**config.mk**
```make
export PLATFORM = sky130hd
export DESIGN_NAME = ex_mul_sequencer
export DESIGN_NICKNAME = d
export VERILOG_FILES = /design/src/rtl/ex_mul_sequencer.sv
export SDC_FILE = /design/constraint.sdc
export NUM_CORES = 1
export LEC_CHECK = 0
export ABC_AREA = 1
export BUFFER_PORTS_ARGS = -buffer_cell sky130_fd_sc_hd__buf_2
export CORE_ASPECT_RATIO = 1.1
export CORE_MARGIN = 5
export CORE_UTILIZATION = 45
export CTS_CLUSTER_SIZE = 12
export DETAILED_ROUTE_END_ITERATION = 10
export GPL_TIMING_DRIVEN = 0
export PLACE_DENSITY = 0.67
export SYNTH_ARGS = -nofsm -noshare
export SYNTH_HDL_FRONTEND = slang
export SYNTH_SLANG_ARGS = --single-unit
```
**constraint.sdc**
```tcl
create_clock -name clk -period 1.8 [get_ports clk]
set_input_delay 0.18 -clock clk [delete_from_list [all_inputs] [get_ports clk]]
set_output_delay 0.18 -clock clk [all_outputs]
set_load 0.1 [all_outputs]
```
**src/rtl/ex_mul_sequencer.sv**
```systemverilog
// Multi-cycle shift-add multiplier controller for the EX stage.
// Optional MUL_EARLY_TERM_EN: leave RUN once the multiplier is exhausted.
module ex_mul_sequencer #(
  parameter int WIDTH = 32,
  parameter int STEP  = 1
) (
  input  logic             clk,
  input  logic             reset,
  input  logic             start,
  input  logic             flush,
  input  logic [WIDTH-1:0] op_a,
  input  logic [WIDTH-1:0] op_b,
  output logic             stall,
  output logic             busy,
  output logic             done,
  output logic [WIDTH-1:0] result,
  output logic             zero
);

  localparam int N  = WIDTH / STEP;
  localparam int CW = $clog2(N + 1);

  typedef enum logic [1:0] {
    IDLE = 2'd0,
    RUN  = 2'd1,
    DONE = 2'd2
  } state_e;

  state_e state_q, state_d;

  logic [WIDTH-1:0] acc_q, acc_d;
  logic [WIDTH-1:0] mcand_q, mcand_d;
  logic [WIDTH-1:0] mplier_q, mplier_d;
  logic [WIDTH-1:0] result_q, result_d;
  logic [CW-1:0]    cnt_q, cnt_d;
  logic [WIDTH-1:0] sum;
  logic             capture;
  logic             last;

  assign capture = (state_q == IDLE) & start & ~flush;

  always_comb begin
    sum = acc_q;
    for (int i = 0; i < STEP; i++) begin
      if (mplier_q[i]) sum = sum + (mcand_q << i);
    end
  end

  always_comb begin
    last = (cnt_q == CW'(N - 1));
`ifdef MUL_EARLY_TERM_EN
    last = last | ((mplier_q >> STEP) == '0);
`endif
  end

  always_ff @(posedge clk) begin
    if (reset) state_q <= IDLE;
    else       state_q <= state_d;
  end

  always_comb begin
    state_d = state_q;
    unique case (state_q)
      IDLE: if (capture) state_d = RUN;
      RUN: begin
        if (flush)     state_d = IDLE;
        else if (last) state_d = DONE;
      end
      DONE:    state_d = IDLE;
      default: state_d = IDLE;
    endcase
  end

  // A squashed MUL must not freeze the front end.
  always_comb begin
    stall = capture | ((state_q == RUN) & ~flush);
    busy  = (state_q != IDLE);
    done  = (state_q == DONE) & ~flush;
  end

  always_comb begin
    acc_d    = acc_q;
    mcand_d  = mcand_q;
    mplier_d = mplier_q;
    cnt_d    = cnt_q;
    result_d = result_q;
    if (capture) begin
      acc_d    = '0;
      mcand_d  = op_a;
      mplier_d = op_b;
      cnt_d    = '0;
    end else if (state_q == RUN) begin
      acc_d    = sum;
      mcand_d  = mcand_q << STEP;
      mplier_d = mplier_q >> STEP;
      cnt_d    = cnt_q + CW'(1);
      if (last & ~flush) result_d = sum;
    end
  end

  always_ff @(posedge clk) begin
    if (reset) begin
      acc_q    <= '0;
      mcand_q  <= '0;
      mplier_q <= '0;
      cnt_q    <= '0;
      result_q <= '0;
    end else begin
      acc_q    <= acc_d;
      mcand_q  <= mcand_d;
      mplier_q <= mplier_d;
      cnt_q    <= cnt_d;
      result_q <= result_d;
    end
  end

  assign result = result_q;
  assign zero   = ~|result_q;

endmodule

```
Word level (Yosys, flattened, before mapping) --
Cells that the tools add are included. Widths: inputs -> output; s select.
Cells by class: add/subtract/negate cells 2, eq/ne operators 5, multiplexer cells 9, bitwise operators 8, reductions and logical operators 8
Operators by type and width (number):
- $mux 32 | 5
- $add 32x32->32 | 1
- $reduce_or 32->1 | 1
- $add 6x1->6 const B | 1
- $eq 6x5->1 const B | 1
- $mux 2 | 3
- $and 1x1->1 | 5
- $pmux 2 s2 | 1
- $reduce_bool 2->1 | 2
- $ne 3x3->1 const B | 1
- $reduce_and 3->1 | 1
- $eq 2x1->1 const B | 1
- $eq 2x2->1 const B | 1
- $logic_not 2->1 | 1
- $ne 2x2->1 const B | 1
- $not 1->1 | 2
- $reduce_and 2->1 | 1
- $reduce_or 2->1 | 1
- $logic_not 1->1 | 1
- $or 1x1->1 | 1
Storage, ports and cells: bits in registers 136, bits of input ports 68, output and inout port bits 36, logic and storage cells 38

Longest topological paths before layout --
depth after elaboration 5, depth in mapped cells 14

Least setup slack after synthesis --
OpenSTA, ideal clock, no wires.
path kind register to register, start register state_q[1], end register state_q[0], library setup time 0.078 ns, data arrival time 2.944 ns, required time 1.722 ns, setup slack -1.222 ns, cell stages (with the launch flop) 6, cells stage by stage dfxtp_1 > inv_1 > nand2_1 > o21ai_0 > nand2_1 > a21oi_1
On the way: word-level cells in the longest chain between the ends 5, elaborated cells between the ends (all ways) 8
RTL lines:
- start: declaration | line 29 | state_e state_q, state_d;
- start signal: assignment | line 58 | else state_q <= state_d;
- $logic_not 2->1 | line 40, 63
- $and 1x1->1 (2 in series) | line 40 | assign capture = (state_q == IDLE) & start & ~flush;
- $ne 2x2->1 (no source line)
- $reduce_and 2->1 (no source line)
Several ways; a longest one is shown, not always the timed one. A chain may end at the register's enable or synchronous reset.

Worst setup path after layout --
start register result_q[30] (netlist: result[30]), end output zero
On the way: word-level cells in the longest chain between the ends 2
RTL lines:
- start: declaration | line 34 | logic [WIDTH-1:0] result_q, result_d;
- start signal: assignment | line 113 | result_q <= result_d;
- $reduce_or 32->1 | line 118 | assign zero = ~|result_q;
- $logic_not 1->1 | line 118
- end: declaration | line 17 | output logic zero
Every way passes these cells.

==> flow_metrics.tcl <==
set metrics [dict create \
    ios 104 \
    leakagePower_nw 5.676 \
    hp-class "in2reg" \
    start_kind "flop" \
    hold_viol 0 \
    period_share 1.084 \
    layout_commonest_cell "nand2_1" \
    setup_viol 39 \
    r2r_cells 12 \
    cts.path.max_buffers 2 \
    fp.dieArea_um2 20930 \
    clock-root-buffer "clkbuf_16" \
    avgSynthCellArea_um2 6.114 \
    grt_overflow 0 \
    place_inst 1675 \
    worst_slack_ns -0.1520 \
    max_stage_delay_ns 0.33 \
    drc 0 \
    arrival_ns 1.77 \
    power_density_nw_per_um2 673.7 \
    drt_iter0_markers 666 \
    p_total_mw 7.944 \
    period_minus_slack_ns 1.952 \
    yosys_most_used_dff "dfxtp_1" \
    layout_common_cells "414 x nand2_1, 169 x inv_1, 122 x nor2_1, 114 x buf_2, 74 x dfxtp_2" \
    gp_congestion 0.9537 \
    seq_area_frac_synth 0.3336 \
    ys_seq_elements 136 \
    maxSlewViolCount 0 \
    dr.pass1.iters 8 \
    yosys_warnings 0 \
    grt_pass1_wl_mm 43.08 \
    cts_tree "built" \
    outcome "complete, but fails checks" \
    clock_sinks 136 \
    wirelength_mm 28.17 \
    cpMaxStageDelayCell "dfxtp_2" \
    path_clk_slew_ns 0.06 \
    fmax_ghz 0.5123 \
    start_util 0.4584 \
    tightestPinTransition_ns 0.7261 \
    violations "setup timing" \
    wl_per_cell_um 15.94 \
    ys_types 36 \
    final_layout_size_suffix_gt1_frac 0.3741 \
    grtUsageTotal 0.2560 \
    drv_cap 0 \
    grt_max_degree 17 \
    dp_hpwl_mm 19.30 \
    cts_buffers 17 \
    grt_pass1_vias 8579 \
    syn-num-nets 1436 \
    crit_path_end_kind "primary output" \
    drtAntennaViolNets 0 \
    synth_cells 1335 \
    viasPerCell 5.161 \
    die_y_um 151.2 \
    clk_latency_ns 0.43 \
    max_slew_margin 0.5159 \
    core_area_um2 17800 \
    rows 51 \
    cp_cell_sequence "nor4_4, nand4_1, nor2_4, buf_12" \
    setup-tns-final_ns -2.238 \
    whs_path_depth 3 \
    rsz0062_at_grt "true" \
    finalNonFillerCells 1767 \
    critPathKind "reg2out" \
    async_flop_share 0 \
    nets 1618 \
    ir_worst_vdd_v 0.0006859 \
    worst_ep_required_time_ns 1.62 \
    antenna_cells 0 \
    vias 9120 \
    crit_fanout 2 \
    syn_area_um2 8162 \
    die_x_um 138.4 \
    cts-htree-levels 4 \
    portBuffers 102 \
    n_fill_cell 1526 \
    synth-edff-count 0 \
    clock_skew_ns 0.01181 \
    syn_to_final_growth_pct 44.49 \
    antenna_found_initial 0 \
]
-- where the power goes --
group / leakage (nW) / internal [mW] / total (mW) / switching (mW)
logic: 4.25 / 0.476 / 1.16 / 0.687
clock network: 0.279 / 2.05 / 3.53 / 1.47
registers: 1.15 / 3.13 / 3.26 / 0.125
-- critical path: cells and delay by family, from the launching register on --
family                 cells  cell delay, ns
DFF                        1            0.33
and+or+nand+nor            3            0.82
buffers and inverters      1            0.19
-- stage by stage --
stage | cell area, um2 | util | setup WS (ns) | hold slack, ns
6_report | 11790 | 0.6624 | -0.1520 | 0.006389
5_1_grt | 11790 | 0.6624 | -0.2459 | 0.01737
4_1_cts | 10970 | 0.6162 | -0.1681 | 0.006115
3_5_place_dp | 9031 | 0.5073 | -0.4336 | 0.4491
3_3_place_gp | 9031 | 0.5073 | -0.4555 | 0.4435
2_1_floorplan | 8223 | - | -0.1635 | 0.3283
-- sequential cells by signal, indices dropped and copies added (netlist names) --
name / count
result: 32
cnt_q: 6
state_q: 2
mplier_q: 32
acc_q: 32
mcand_q: 32
-- final timing paths --
| check | endpoint | slack, ns | from |
|---|---|---|---|
| min reg2reg | mplier_q[31]$_SDFFE_PP0P_ | 0.47 | mplier_q[31]$_SDFFE_PP0P_ |
| min | mcand_q[10]$_SDFFE_PP0P_ | 0.006 | op_a[10] |
| max reg2reg | result[24]$_SDFFE_PP0P_ | -0.14 | mcand_q[0]$_SDFFE_PP0P_ |
| max | zero | -0.15 | result[30]$_SDFFE_PP0P_ |
-- cell usage after synthesis, types with 6 or more instances --
| library cell | number | area (um2) |
|---|---|---|
| nor3_1 | 6 | 30.03 |
| buf_2 | 19 | 95.09 |
| inv_1 | 185 | 694.4 |
| nor4_1 | 8 | 50.05 |
| xor2_1 | 8 | 70.07 |
| o211ai_1 | 6 | 45.04 |
| clkbuf_1 | 27 | 101.4 |
| a21oi_1 | 35 | 175.2 |
| nand4_1 | 6 | 37.54 |
| nor2_1 | 156 | 585.6 |
| nand3_1 | 90 | 450.4 |
| ha_1 | 32 | 400.4 |
| o21ai_0 | 28 | 140.1 |
| dfxtp_1 | 136 | 2723 |
| a31oi_1 | 62 | 387.9 |
| nand2_1 | 495 | 1858 |
-- metal layers --
layer | global-route usage | up-vias | share of wire
li1 | - | 4563 | -
met1 | 0.3046 | 4254 | 0.41
met2 | 0.4592 | 241 | 0.51
met3 | 0.04326 | 62 | 0.046
met4 | 0.1072 | 0 | 0.035
met5 | 0 | - | 0
-- kinds of logic (layout without fill, tap and decap cells) --
group,count (synthesis),in the layout,share of synthesized area
AO/OA/AOI/OAI,138,138,0.09919
XOR/XNOR,13,13,0.01395
adder cells (fa/ha/maj),33,33,0.05151
buffers and inverters,242,436,0.1199
flip-flops,136,136,0.3336
multiplexers,2,2,0.002453
AND/OR/NAND/NOR,771,771,0.3794
-- timing repair --
item / 4_1_cts / 5_1_grt
hold buffers: 1 / 0
setup buffers: 35 / 25
endpoints found under the hold margin: 1 / 0
endpoints found under the setup margin: 127 / 134
cloned: 3 / 1
pin swaps: 54 / 74
resized for setup: 239 / 206
-- final cells by class --
cell class | count | area (um2) | share of cell area
timing repair buffer | 165 | 1150 | 0.09751
clock inverter | 13 | 145.1 | 0.01231
multi-input combinational | 957 | 5896 | 0.4999
clock buffer | 18 | 429.2 | 0.03639
sequential | 136 | 2853 | 0.2419
tap | 238 | 297.8 | 0.02525
inverter | 188 | 715.7 | 0.06069
buffer | 52 | 306.5 | 0.02599
Note: power is estimated with default switching activity, not from simulation.
